File: src/rtl/hazard_unit.sv
// Hazard unit for the 5-stage MIPS pipeline: forwarding selects, stall/flush controls and
// an optional multiply/divide busy tracker, compiled in only when HAZARD_MD_EN is defined.
module hazard_unit #(
  parameter int MUL_CYCLES = 4,
  parameter int DIV_CYCLES = 32,
  parameter int CW         = 6
) (
  input  logic       clk,
  input  logic       reset,
  input  logic [4:0] rsD,
  input  logic [4:0] rtD,
  input  logic [4:0] rsE,
  input  logic [4:0] rtE,
  input  logic [4:0] writeregE,
  input  logic [4:0] writeregM,
  input  logic [4:0] writeregW,
  input  logic       regwriteE,
  input  logic       regwriteM,
  input  logic       regwriteW,
  input  logic       memtoregE,
  input  logic       memtoregM,
  input  logic       branchD,
  input  logic       pcsrcD,
  input  logic       jumpD,
  input  logic       mdstartE,
  input  logic       mdopE,
  input  logic       mdaccessD,
  output logic       stallF,
  output logic       stallD,
  output logic       flushD,
  output logic       flushE,
  output logic       forwardAD,
  output logic       forwardBD,
  output logic [1:0] forwardAE,
  output logic [1:0] forwardBE,
  output logic       mdbusy,
  output logic       mddone
);

  // $zero is hard-wired, so a write to it never produces a hazard.
  function automatic logic reg_hit(input logic [4:0] dst, input logic [4:0] src);
    return (dst != 5'd0) && (dst == src);
  endfunction

  logic w_lwstall;
  logic w_branchstall;
  logic w_mdstall;
  logic w_stall;

  // NOTE: every output of an always_comb gets a default first, so no path can infer a latch.
  always_comb begin
    forwardAE = 2'b00;
    if (regwriteM && reg_hit(writeregM, rsE))      forwardAE = 2'b10;
    else if (regwriteW && reg_hit(writeregW, rsE)) forwardAE = 2'b01;
  end

  always_comb begin
    forwardBE = 2'b00;
    if (regwriteM && reg_hit(writeregM, rtE))      forwardBE = 2'b10;
    else if (regwriteW && reg_hit(writeregW, rtE)) forwardBE = 2'b01;
  end

  assign forwardAD = regwriteM & reg_hit(writeregM, rsD);
  assign forwardBD = regwriteM & reg_hit(writeregM, rtD);

  assign w_lwstall     = memtoregE & (reg_hit(writeregE, rsD) | reg_hit(writeregE, rtD));
  assign w_branchstall = branchD &
                         ((regwriteE & (reg_hit(writeregE, rsD) | reg_hit(writeregE, rtD))) |
                          (memtoregM & (reg_hit(writeregM, rsD) | reg_hit(writeregM, rtD))));
  // HI/LO is written at the edge closing the done cycle, so the stall covers that cycle too.
  assign w_mdstall     = mdbusy & mdaccessD;
  assign w_stall       = w_lwstall | w_branchstall | w_mdstall;

  assign stallF = w_stall;
  assign stallD = w_stall;
  assign flushE = w_stall;
  // A stalled branch keeps its fetch slot until it resolves.
  assign flushD = (pcsrcD | jumpD) & ~w_stall;

`ifdef HAZARD_MD_EN
  typedef enum logic {
    ST_IDLE = 1'b0,
    ST_BUSY = 1'b1
  } md_state_e;

  localparam logic [CW-1:0] MUL_LOAD = CW'(MUL_CYCLES - 1);
  localparam logic [CW-1:0] DIV_LOAD = CW'(DIV_CYCLES - 1);

  md_state_e     r_state;
  md_state_e     w_state_next;
  logic [CW-1:0] r_count;
  logic [CW-1:0] w_count_next;

  // NOTE: sequential state uses non-blocking assignments so all registers update together.
  always_ff @(posedge clk or posedge reset) begin
    if (reset) begin
      r_state <= ST_IDLE;
      r_count <= '0;
    end else begin
      r_state <= w_state_next;
      r_count <= w_count_next;
    end
  end

  always_comb begin
    w_state_next = r_state;
    w_count_next = r_count;
    case (r_state)
      ST_IDLE: begin
        if (mdstartE) begin
          w_state_next = ST_BUSY;
          w_count_next = mdopE ? DIV_LOAD : MUL_LOAD;
        end
      end
      ST_BUSY: begin
        if (r_count == '0) w_state_next = ST_IDLE;
        else               w_count_next = r_count - 1'b1;
      end
      default: w_state_next = ST_IDLE;
    endcase
  end

  assign mdbusy = (r_state == ST_BUSY);
  assign mddone = (r_state == ST_BUSY) && (r_count == '0);
`else
  // Tracker compiled out: HI/LO never appears busy and its controls are don't-cares.
  assign mdbusy = 1'b0;
  assign mddone = 1'b0;

  logic w_md_unused;
  assign w_md_unused = ^{clk, reset, mdstartE, mdopE,
                         32'(MUL_CYCLES), 32'(DIV_CYCLES), 32'(CW)};
`endif

endmodule
File: config.mk
export PLATFORM = sky130hd
export DESIGN_NAME = hazard_unit
export DESIGN_NICKNAME = d
export VERILOG_FILES = /design/src/rtl/hazard_unit.sv
export SDC_FILE = /design/constraint.sdc
export NUM_CORES = 1
export LEC_CHECK = 0
export BUFFER_PORTS_ARGS = -buffer_cell sky130_fd_sc_hd__buf_4
export CORE_MARGIN = 2
export CORE_UTILIZATION = 29
export DETAILED_ROUTE_END_ITERATION = 16
export PLACE_DENSITY_LB_ADDON = 0.25
export SLEW_MARGIN = 20
export SYNTH_ARGS = -nofsm -noshare
export SYNTH_HDL_FRONTEND = slang
export SYNTH_SLANG_ARGS = --single-unit
File: constraint.sdc
create_clock -name vclk -period 1.8
set_input_delay 0.18 -clock vclk [all_inputs]
set_output_delay 0.18 -clock vclk [all_outputs]
set_load 0.02 [all_outputs]
Yosys cells after proc, flatten, opt, wreduce, memory -nomap -nowiden
Index checks and enable logic that the tools add are counted.

Add/sub/neg operators: 0. Multiply operators: 0. Divide/modulo/power cells: 0. $lt $le $gt $ge: 0. Equality and inequality tests: 8. Shift operators: 0. Multiplexer cells: 4. Bitwise logic cells: 13. Reductions and logical operators: 15.

Operator list (count): $eq 5x5->1 (8); $reduce_bool 5->1 (3); $logic_and 1x1->1 (12); $and 1x1->1 (7); $or 1x1->1 (5); $mux 2 (2); $mux 1 (2); $not 1->1 (1).

Flip-flop bits (word level): 0. Bits in latches: 0. Memory bits (writable): 0. Memory bits (read-only): 0. Input bits: 48. Output and inout port bits: 12. Logic and storage cells: 40. Memories: 0.

Longest topological paths before layout
Word-level depth: 9. Depth in mapped cells: 7. Depth with buffers taken out: 5.

Least setup slack after synthesis
OpenSTA, ideal clock, no wires.

Path kind: in2out. Start point: input port writeregM[4]. End point: output port forwardBE[0]. Data arrival time: 1.610 ns. Required time: 1.620 ns. Slack: 0.010 ns. Stages on the path: 5. Buffers on the path: 1. Cells stage by stage: buf_4 -> xnor2_1 -> nand3_1 -> nor4_1 -> nor4_2.

Longest elaborated chain between the ends: 4. Elaborated cells between the ends (all ways): 5. Classes of those cells: 1 x eq/ne; 1 x mux; 3 x reduce/logical.

Ends and longest elaborated chain: from (decl) (RTL line 15) `input logic [4:0] writeregM,`; $eq 5x5->1 / $reduce_bool 5->1 (equally long branches) (RTL line 42) `return (dst != 5'd0) && (dst == src);`; $logic_and 1x1->1 * (RTL line 42); $logic_and 1x1->1 * (RTL line 59) `if (regwriteM && reg_hit(writeregM, rtE)) forwardBE = 2'b10;`; $mux 2 * (RTL line 59); to (decl) (RTL line 35) `output logic [1:0] forwardBE,`.

Mark *: on every way between the ends. The rest lies on a longest branch, timed or not.

Final worst setup path
Start point: input port writeregE[1]. End point: output port flushE.

Longest elaborated chain between the ends: 7. Elaborated cells between the ends (all ways): 11. Classes of those cells: 2 x eq/ne; 6 x bitwise; 3 x reduce/logical.

Ends and longest elaborated chain: from (decl) (RTL line 14) `input logic [4:0] writeregE,`; $eq 5x5->1 / $reduce_bool 5->1 (equally long branches) (RTL line 42); $logic_and 1x1->1 (RTL line 42); $or 1x1->1 * (RTL line 66, 68); $and 1x1->1 (RTL line 68) `((regwriteE & (reg_hit(writeregE, rsD) | reg_hit(writeregE, rtD))) |`; $or 1x1->1 (RTL line 68); $and 1x1->1 (RTL line 67) `assign w_branchstall = branchD &`; $or 1x1->1 * (RTL line 72) `assign w_stall = w_lwstall | w_branchstall | w_mdstall;`; to (decl) (RTL line 31) `output logic flushE,`.

Marks and branches as above.

==> out/qor.json <==
{
  "sta": {
    "final-setup-viol-count": 0,
    "fin_tns_setup_ps": 0,
    "grt_setup_unrepaired": "false",
    "final-hold-violation-count": 0,
    "clock.fmax_mhz": 632,
    "layout_worst_path_cycle_share": 0.878,
    "hold-worst-slack_ps": 754,
    "period_minus_slack_ps": 1580,
    "maxSlewViolCount": 0
  },
  "placement": {
    "i_o_buffers": 53,
    "finalWeightedCongestion": 0.776,
    "post_detailed_placement_half_perimeter_wirelength_mm": 1.58,
    "placed_cell_area_um2": 977
  },
  "logic_synthesis": {
    "synth-xor-area-share": 0.577,
    "synth_simple_gate_area_share": 0.272,
    "synth.lib_cells_used.distinct": 16,
    "yosys_warnings": 0,
    "post_synth_instance_area_um2": 607,
    "synth-adder-area-share": 0,
    "synthCells": 83,
    "synth_seq_area_share": 0,
    "main_combinational_cell_family_by_area_after_synthesis": "XOR/XNOR gates",
    "portion_of_netlist_area_occupied_by_mux_cells": 0,
    "avgSynthCellArea_um2": 7.31,
    "synth_compound_gate_area_share": 0.0371
  },
  "worst_hold_path": {
    "worstHoldPathCells": 4,
    "hold_class": "in2out",
    "worstHoldEndpoint": "flushD",
    "worst_hold_launch": "pcsrcD"
  },
  "detailed_routing": {
    "route.met3.wl_um": 53,
    "postRouteAntennaNets": 0,
    "detail_route.wl_per_cell_um": 10.6,
    "detail_route.drc_violations": 0,
    "vias": 665,
    "route.final.wire_length_mm": 1.65,
    "detail_route.iter0.violations": 3,
    "route.top_layer_used": "met3",
    "routed_via_density": 4.29,
    "detail_route.wirelength.met1_um": 668,
    "dr_wl_met2_um": 927,
    "tritonroute_pass_1_iters": 4
  },
  "floorplan": {
    "floorplan.die_area_um2": 2470,
    "ioPinCount": 60,
    "floorplan.die.width_um": 49.7,
    "floorplan.rows": 16,
    "chipHeight_um": 49.7,
    "core_region_area_um2": 1960,
    "start_util": 0.309
  },
  "power_and_ir_drop": {
    "cellLeakagePower_nw": 0.449,
    "total_switching_power_w": 0.000101,
    "power_per_cell_area_nw_per_um2": 232,
    "p_clk_frac": 0,
    "ir_worst_vdd_mv": 0.0910,
    "internal_power_w": 0.000125,
    "post-layout-total-power_w": 0.000226,
    "pwr-share-comb": 1.000,
    "sequentialPowerShare": 0,
    "sw_frac_of_total": 0.447
  },
  "layout": {
    "fin_nets": 178,
    "design.seq.count": 0,
    "nFillCells": 219,
    "register_area_um2": 0,
    "insertedDiodeCount": 0,
    "layout-drive-gt1-share": 0.430,
    "layout-area-overhead-vs-synth_pct": 61.0,
    "fin_util": 0.498,
    "final_design_area_no_fill_um2": 977,
    "num-clock-buffers": 0
  },
  "critical_path": {
    "critPathLaunchType": "input pin",
    "worstSetupEndpointType": "primary output",
    "setup.worst_path.class": "in2out",
    "critical_path_arrival_ps": 1400,
    "critPathMostFrequentCell": "buf_4",
    "crit_path_cell_trace": "buf_4, or4_1, nor2_1, a211oi_1, or2_1, buf_4",
    "cp.buffers_inverters": 2,
    "critPathSlowestCell": "or4_1",
    "critical-path-max-stage-delay_ps": 510,
    "path_delay_family": "simple AND/OR/NAND/NOR gates",
    "crit_fanout": 3,
    "cp.required_ps": 1620
  },
  "global_route": {
    "via_count_of_the_first_global_routing_pass": 690,
    "grt_antenna_before_repair": 0,
    "grt_pass1_wl_mm": 2.74,
    "grt_use_total": 0.133,
    "globalRoute.totalOverflow": 0,
    "pin_count_of_the_biggest_net_entering_global_routing": 6
  },
  "run_status": {
    "outcome": "finished clean"
  },
  "job": {
    "maxCapViolCount": 0
  },
  "clock_network": {
    "ctsHoldBuffers": 0,
    "post-cts-setup-buffers": 0,
    "ctsResizeCount": 0
  }
}
[cell families after synthesis]
group / after synthesis
compound gates: 4
xor+xnor: 40
other cells: 1
buf+inv: 9
simple gates: 29
[power by group through the flow]
stage          registers [W]  logic, W  clock network (W)
5_1_grt                    0  0.000248                  0
2_1_floorplan              0  0.000122                  0
6_report                   0  0.000226                  0
3_3_place_gp               0  0.000225                  0
4_1_cts                    0  0.000229                  0
3_5_place_dp               0  0.000229                  0
[how the worst max path moves through the flow]
stage	from	end	slack (ps)	cells after the start
floorplan	writeregM[4]	forwardBE[0]	10	5
global placement	rsD[2]	flushE	240	7
detailed placement	writeregE[1]	flushE	210	6
CTS	writeregE[1]	flushE	210	6
global route	rsD[2]	stallD	100	7
finish	writeregE[1]	flushE	220	6
[metrics by stage]
step                      worst slack (ps)  instances
after detailed placement               210        155
after global routing                  98.5        155
final                                  219        155
after CTS                              211        155
after floorplan                       9.93         84
after global placement                 239        155
[final cells by class]
| cell class | instances | area (um2) | area share |
|---|---|---|---|
| well taps | 27 | 33.8 | 0.0346 |
| multi-input cells | 75 | 546 | 0.558 |
| repair buffers | 53 | 398 | 0.407 |
[Yosys cell counts (2+ instances only)]
| master | instances | area [um2] |
|---|---|---|
| xor2_1 | 26 | 228 |
| xnor2_1 | 14 | 123 |
| buf_4 | 8 | 60.1 |
| nand3_1 | 7 | 35.0 |
| nor3_1 | 6 | 30.0 |
| nor2_1 | 5 | 18.8 |
| or4_1 | 4 | 30.0 |
| a21oi_1 | 2 | 10.0 |
| nand2_1 | 2 | 7.51 |
| nor4_1 | 2 | 12.5 |
| nor4_2 | 2 | 25.0 |
[routing by layer]
metal,GRT usage,vias up
met3,0.00303,0
met2,0.267,13
met1,0.165,288
li1,-,364
met5,0,-
met4,0,0
[placed cells by master, fill, tap and decap left out, drive strengths merged]
| cell | netlist | routed |
|---|---|---|
| or4 | 4 | 4 |
| a211oi | 1 | 1 |
| conb | 1 | 2 |
| xnor2 | 14 | 14 |
| buf | 9 | 53 |
| or2 | 1 | 1 |
| nor4 | 4 | 4 |
| a21oi | 2 | 2 |
| nor3 | 6 | 6 |
| o21ai | 1 | 1 |
| nand2 | 2 | 2 |
| xor2 | 26 | 26 |
| nor2 | 5 | 5 |
| nand3 | 7 | 7 |
(Power assumes the default switching activity.)
